<file path="src/rtl/cv32e40p_x_wb_arbiter.sv">
// Register-file write-port arbiter between the WB stage and X-interface results.
// Queued X-results keep write-after-write order against WB writes and cannot starve.
module cv32e40p_x_wb_arbiter #(
  parameter int unsigned DEPTH    = 2,
  parameter int unsigned MAX_WAIT = 4
) (
  input  logic        clk_i,
  input  logic        rst_ni,
  input  logic        core_we_i,
  input  logic [4:0]  core_waddr_i,
  input  logic [31:0] core_wdata_i,
  output logic        core_wb_stall_o,
  input  logic        x_result_valid_i,
  output logic        x_result_ready_o,
  input  logic [4:0]  x_result_rd_i,
  input  logic [31:0] x_result_data_i,
  input  logic        x_result_we_i,
  output logic        rf_we_o,
  output logic [4:0]  rf_waddr_o,
  output logic [31:0] rf_wdata_o,
  output logic        sb_clr_valid_o,
  output logic [4:0]  sb_clr_rd_o,
  output logic [3:0]  pending_o
);

  localparam int PW = (DEPTH > 1) ? $clog2(DEPTH) : 1;
  localparam int CW = $clog2(DEPTH + 1);
  localparam int WW = $clog2(MAX_WAIT + 1);

  logic [4:0]       rd_q   [DEPTH];
  logic [31:0]      data_q [DEPTH];
  logic [DEPTH-1:0] vld_q, vld_d;
  logic [PW-1:0]    rptr_q, wptr_q;
  logic [CW-1:0]    count_q;
  logic [WW-1:0]    wait_q;

  logic accept, x_wr, nonempty, haz;
  logic push, pop, wait_inc;

  assign x_result_ready_o = (count_q != CW'(DEPTH));
  assign accept           = x_result_valid_i & x_result_ready_o;
  assign x_wr             = accept & x_result_we_i & (x_result_rd_i != 5'd0);
  assign nonempty         = (count_q != '0);
  assign pending_o        = 4'(count_q);

  always_comb begin
    haz = 1'b0;
    for (int i = 0; i < DEPTH; i++) begin
      if (vld_q[i] && (rd_q[i] == core_waddr_i)) haz = 1'b1;
    end
    haz = haz & core_we_i;
  end

  always_comb begin
    rf_we_o         = 1'b0;
    rf_waddr_o      = '0;
    rf_wdata_o      = '0;
    sb_clr_valid_o  = 1'b0;
    sb_clr_rd_o     = '0;
    core_wb_stall_o = 1'b0;
    push            = 1'b0;
    pop             = 1'b0;
    wait_inc        = 1'b0;
    if (nonempty && ((wait_q == WW'(MAX_WAIT)) || haz || !core_we_i)) begin
      pop             = 1'b1;
      rf_we_o         = 1'b1;
      rf_waddr_o      = rd_q[rptr_q];
      rf_wdata_o      = data_q[rptr_q];
      sb_clr_valid_o  = 1'b1;
      sb_clr_rd_o     = rd_q[rptr_q];
      core_wb_stall_o = core_we_i;
      push            = x_wr;
    end else if (core_we_i) begin
      rf_we_o    = 1'b1;
      rf_waddr_o = core_waddr_i;
      rf_wdata_o = core_wdata_i;
      push       = x_wr;
      wait_inc   = nonempty;
    end else if (x_wr) begin
      // empty FIFO and idle core: write the X-result straight through
      rf_we_o        = 1'b1;
      rf_waddr_o     = x_result_rd_i;
      rf_wdata_o     = x_result_data_i;
      sb_clr_valid_o = 1'b1;
      sb_clr_rd_o    = x_result_rd_i;
    end
  end

  always_comb begin
    vld_d = vld_q;
    if (pop)  vld_d[rptr_q] = 1'b0;
    if (push) vld_d[wptr_q] = 1'b1;
  end

  always_ff @(posedge clk_i or negedge rst_ni) begin
    if (!rst_ni) begin
      vld_q   <= '0;
      rptr_q  <= '0;
      wptr_q  <= '0;
      count_q <= '0;
      wait_q  <= '0;
    end else begin
      vld_q <= vld_d;
      if (pop)  rptr_q <= (rptr_q == PW'(DEPTH - 1)) ? '0 : rptr_q + PW'(1);
      if (push) wptr_q <= (wptr_q == PW'(DEPTH - 1)) ? '0 : wptr_q + PW'(1);
      if (push && !pop)      count_q <= count_q + CW'(1);
      else if (pop && !push) count_q <= count_q - CW'(1);
      if (pop || !nonempty)                         wait_q <= '0;
      else if (wait_inc && wait_q != WW'(MAX_WAIT)) wait_q <= wait_q + WW'(1);
    end
  end

  // entry payload needs no reset: validity is tracked by vld_q
  always_ff @(posedge clk_i) begin
    if (push) begin
      rd_q[wptr_q]   <= x_result_rd_i;
      data_q[wptr_q] <= x_result_data_i;
    end
  end

endmodule

</file>
<file path="config.mk">
export PLATFORM = sky130hd
export DESIGN_NAME = cv32e40p_x_wb_arbiter
export DESIGN_NICKNAME = d
export VERILOG_FILES = /design/src/rtl/cv32e40p_x_wb_arbiter.sv
export SDC_FILE = /design/constraint.sdc
export NUM_CORES = 1
export LEC_CHECK = 0
export BUFFER_PORTS_ARGS = -buffer_cell sky130_fd_sc_hd__buf_2
export CAP_MARGIN = 40
export CELL_PAD_IN_SITES_DETAIL_PLACEMENT = 0
export CELL_PAD_IN_SITES_GLOBAL_PLACEMENT = 1
export CORE_UTILIZATION = 40
export CTS_BUF_LIST = sky130_fd_sc_hd__clkbuf_4
export DETAILED_ROUTE_END_ITERATION = 10
export GPL_ROUTABILITY_DRIVEN = 0
export GPL_TIMING_DRIVEN = 0
export HOLD_SLACK_MARGIN = 0.12
export MAX_ROUTING_LAYER = met4
export PLACE_DENSITY_LB_ADDON = 0.1
export RECOVER_POWER = 100
export SYNTH_ARGS = -nofsm -noshare
export SYNTH_HDL_FRONTEND = slang
export SYNTH_SLANG_ARGS = --single-unit
</file>
<file path="constraint.sdc">
create_clock -name clk_i -period 13 [get_ports clk_i]
set_clock_uncertainty 0.2 [all_clocks]
set_input_delay 2.6 -clock clk_i [delete_from_list [all_inputs] [get_ports clk_i]]
set_output_delay 2.6 -clock clk_i [all_outputs]
set_load 0.05 [all_outputs]
</file>
==> impl.org <==
** Worst setup path
- CP Launch Type :: input port
- Required @ worst endpoint :: 10.20 ns
- The worst register-to-register path begins at count_q[0].
- Worst Path Max Fanout :: 10
- Critical path, cell by cell :: clkbuf_1 > o211ai_1 > o21ai_0 > clkbuf_1 > clkbuf_1 > o211ai_1 > clkbuf_1
- Worst r2r path cells :: 5
- Delay of the slowest cell on the worst path :: 0.64 ns
- Worst-case register-to-register setup slack :: 9.24 ns
- Top cell by count, worst path :: sky130_fd_sc_hd__clkbuf_1
- Capture point of the worst reg-to-reg path :: data_q[1][18]
- The worst setup path is captured at an output pin.
- Slowest stage cell, crit path :: sky130_fd_sc_hd__o21ai_0
- Worst path buffer plus inverter count :: 4
- Kind of critical path :: in -> out
- Data arrival at the endpoint of the critical path :: 5.52 ns
- Largest delay contributor family on the critical path :: buffers and inverters

** Clock tree
- Count of H-tree levels built during CTS :: 3
- Clock-pin slew was measured on the worst setup and hold paths at 0.13 ns.
- Buffers added to address setup during post-CTS repair amount to 0.
- For this design, the CTS-stage hold fixing added 0 buffers.
- The clock drives 83 sinks.
- Number of buffers between clock root and the deepest sink :: 2
- The clock reaches the later pin of the worst-skew pair after 0.41 ns.
- Clk Tree Root Cell :: sky130_fd_sc_hd__clkbuf_4
- CTS tree :: yes
- CTS buffer count :: 9
- After clock tree synthesis, the repair step resized 0 gates.

** Global route
- Final global-route overflow total :: 0
- Met2 usage :: 30.30%
- Gr usage total :: 19.49%
- The number of global-route vias before repair is 2,811.
- After global routing, the most crowded layer is met2.
- Global routing consumed, on the met3 layer, 2.668% of the routing resources.
- Number of antenna violations at the first check in global routing :: 0
- Entering global routing, the biggest net connects 22 pins.
- First-pass GRT wire length :: 14.46 mm
- For met1 alone, demand over resource in global routing was 26.08%.

** Detailed routing
- After detailed routing, the total wire length is 9.513 mm.
- The routed layout has 2,983 vias.
- First-pass iteration count of the detailed router :: 5
- Drt initial violations :: 124
- Routed length per placed instance :: 15.99 um
- Final antenna-violating net count :: 0
- Dividing the detail-routed via count by the number of cells gives 5.013.
- Residual DRC count :: 0

** Synthesis
- Post-Synthesis Mean Instance Area :: 12.74 um^2
- Counting distinct cell types in the post-synthesis netlist gives 36.
- Count of yosys warnings during synthesis :: 0
- After synthesis the netlist holds a flip-flop and latch count of 83.
- Synthesis produced 315 cells.
- Portion of the post-synthesis area used by sequential elements :: 60.99%
- After synthesis the cells add up to 0.004013 mm^2.

** Cells and area
- In the final design database the tool counted 538 nets.
- Diodes inserted :: 0
- Number of standard cells in the final layout excluding fillers :: 595
- At the end of the flow the core is filled with cells to 49.61%.
- Share of layout cells above drive strength 1 :: 16.67%
- Most frequent cells in the layout :: 94 x sky130_fd_sc_hd__clkbuf_1, 74 x sky130_fd_sc_hd__edfxtp_1, 46 x sky130_fd_sc_hd__buf_2, 43 x sky130_fd_sc_hd__nand2_1, 37 x sky130_fd_sc_hd__mux2i_1
- Leading cell type in the layout, fill and taps excluded :: sky130_fd_sc_hd__clkbuf_1
- Area delta synth->final :: 20.30%

** Timing
- Final hold violations :: 0
- Final Setup Violations :: 0
- Final critical-path share of the clock period :: 64.01%
- Adding up every negative setup slack in the final design gives 0 ns.
- Measured against its own limit, the worst slew margin works out to 15.05%.
- Post-route minimum period :: 8.322 ns
- Actual transition at the worst max-transition pin :: 1.274 ns
- Highest clock frequency the design can meet :: 0.1202 GHz
- Number of pins with negative max-slew slack in the final report :: 0
- Setup repair after global routing left no endpoint under its margin.

** Worst hold path
- Hold Path Depth :: 1
- The min-delay analysis places its worst path in the category reg -> reg.
- For hold timing, the worst endpoint is wait_q[0].
- Hold path startpoint :: wait_q[0]

** Placement
- Cell count after placement :: 579
- During placement, the flow inserted port buffers numbering 125.
- The wire-length estimate of the detail-placed layout is 6.795 mm.

** Floorplan
- Core area :: 0.009729 mm^2
- DIE AREA :: 0.01044 mm^2
- I/O pin count :: 129
- For this configuration, the core starts out at a cell density of 41.24%.
- DIE HEIGHT :: 102.2 um
- The floorplan has 36 rows.
- The die is 102.2 um wide.

** Power
- Maximum ir drop on the vdd rail :: 0.06997 mV
- Leakage power total :: 1.732 nW
- In this run the power density over the cells is 200.4 mW/mm^2.

** Outcome
- Result of the run :: completed

** Job
- Max-cap violations in this run came to 0.
==> sequential cells by signal, summed over array words and instances (netlist names) <==
signal   flops
wptr_q       1
rd_q        10
count_q      2
data_q      64
rptr_q       1
vld_q        2
wait_q       3
==> cells by family (layout without fill, tap and decap cells) <==
| family | after synthesis | count (layout) | share of synthesized area, % |
|---|---|---|---|
| xor gates and xnor gates | 13 | 13 | 2.838 |
| and+or+nand+nor | 100 | 100 | 11.72 |
| DFF | 83 | 83 | 60.99 |
| adders and majority gates | 2 | 2 | 0.6235 |
| AOI/OAI and AO/OA | 53 | 53 | 10.01 |
| muxes | 37 | 37 | 9.230 |
| buffers and inverters | 26 | 172 | 4.490 |
| other | 1 | 2 | 0.09346 |
==> synthesized netlist by cell type <==
master / instances / share of area [%]
sky130_fd_sc_hd__xor2_1: 5 / 1.1
sky130_fd_sc_hd__nand3_1: 33 / 4.1
sky130_fd_sc_hd__nand2b_1: 2 / 0.31
sky130_fd_sc_hd__o32a_1: 1 / 0.25
sky130_fd_sc_hd__buf_4: 4 / 0.75
sky130_fd_sc_hd__o211ai_1: 32 / 6.0
sky130_fd_sc_hd__and2_1: 1 / 0.16
sky130_fd_sc_hd__o21ai_4: 1 / 0.41
sky130_fd_sc_hd__o22a_1: 1 / 0.22
sky130_fd_sc_hd__buf_2: 6 / 0.75
sky130_fd_sc_hd__conb_1: 1 / 0.093
sky130_fd_sc_hd__ha_1: 2 / 0.62
sky130_fd_sc_hd__inv_1: 2 / 0.19
sky130_fd_sc_hd__dfrtp_1: 9 / 5.6
sky130_fd_sc_hd__o21ai_0: 9 / 1.1
sky130_fd_sc_hd__a211oi_1: 2 / 0.37
sky130_fd_sc_hd__clkbuf_1: 2 / 0.19
sky130_fd_sc_hd__nor2_1: 5 / 0.47
sky130_fd_sc_hd__nor3_1: 4 / 0.50
sky130_fd_sc_hd__buf_6: 8 / 2.2
sky130_fd_sc_hd__nor4_1: 1 / 0.16
sky130_fd_sc_hd__and3_2: 1 / 0.19
sky130_fd_sc_hd__mux2i_1: 37 / 9.2
sky130_fd_sc_hd__xnor2_1: 8 / 1.7
sky130_fd_sc_hd__and3_1: 2 / 0.31
sky130_fd_sc_hd__and4_1: 2 / 0.44
sky130_fd_sc_hd__a31o_1: 3 / 0.65
sky130_fd_sc_hd__a32o_1: 1 / 0.25
sky130_fd_sc_hd__buf_1: 4 / 0.37
sky130_fd_sc_hd__o211ai_2: 1 / 0.31
sky130_fd_sc_hd__a31o_2: 2 / 0.44
sky130_fd_sc_hd__nand2_1: 43 / 4.0
sky130_fd_sc_hd__edfxtp_1: 74 / 55
sky130_fd_sc_hd__nand4_1: 3 / 0.47
sky130_fd_sc_hd__nor2_4: 1 / 0.28
sky130_fd_sc_hd__or2_2: 2 / 0.31
==> routing by layer <==
layer | routed length (um) | share of wire [%] | vias up
met1 | 4396 | 46 | 1416
met2 | 4609 | 48 | 89
met5 | 0 | 0 | -
met4 | 61 | 0.64 | 0
met3 | 446 | 4.7 | 4
li1 | - | - | 1474
==> worst max path at each step <==
stage / slack [ns] / cells past startpoint / end / start
6_report: 4.68 / 7 / rf_wdata_o[10] / core_we_i
5_1_grt: 4.34 / 7 / rf_wdata_o[7] / core_we_i
4_1_cts: 5.67 / 8 / rf_wdata_o[1] / core_we_i
3_5_place_dp: 5.67 / 8 / rf_wdata_o[1] / core_we_i
3_3_place_gp: 4.58 / 6 / vld_q[0] / x_result_rd_i[2]
2_1_floorplan: 5.24 / 6 / rf_waddr_o[0] / core_waddr_i[0]
==> cell type report <==
cell class | count | area (um^2)
fillers | 976 | 4902
inverters | 2 | 7.507
clock buffers | 10 | 75.07
well taps | 133 | 166.4
repair buffers | 130 | 538.0
clock inverters | 6 | 63.81
flip-flops and latches | 83 | 2447
plain buffers | 24 | 157.7
multi-input cells | 207 | 1371
==> through the flow <==
stage,instance area (um^2),power (mW),hold slack [ns],setup WS (ns)
3_3_place_gp,4808,0.8514,0.2547,4.584
5_1_grt,4827,1.022,0.3228,4.340
6_report,4827,0.9676,0.2902,4.678
2_1_floorplan,4016,0.7344,0.2387,5.237
3_5_place_dp,4872,0.8571,0.2686,5.672
4_1_cts,5011,1.004,0.2957,5.673
==> worst register-to-register path: cells and delay by family, from the launching register on <==
family                 cells  cell delay, ns
DFF                        1            0.48
and+or+nand+nor            4            1.67
buffers and inverters      1            1.01
==> where the power goes <==
| part | total (mW) | switching [mW] | leakage [nW] | internal (mW) |
|---|---|---|---|---|
| sequential | 0.347 | 0.0159 | 0.789 | 0.331 |
| combinational | 0.474 | 0.347 | 0.870 | 0.126 |
| clock | 0.147 | 0.0864 | 0.0728 | 0.0609 |
No activity file was read; power rests on OpenSTA's default activity.
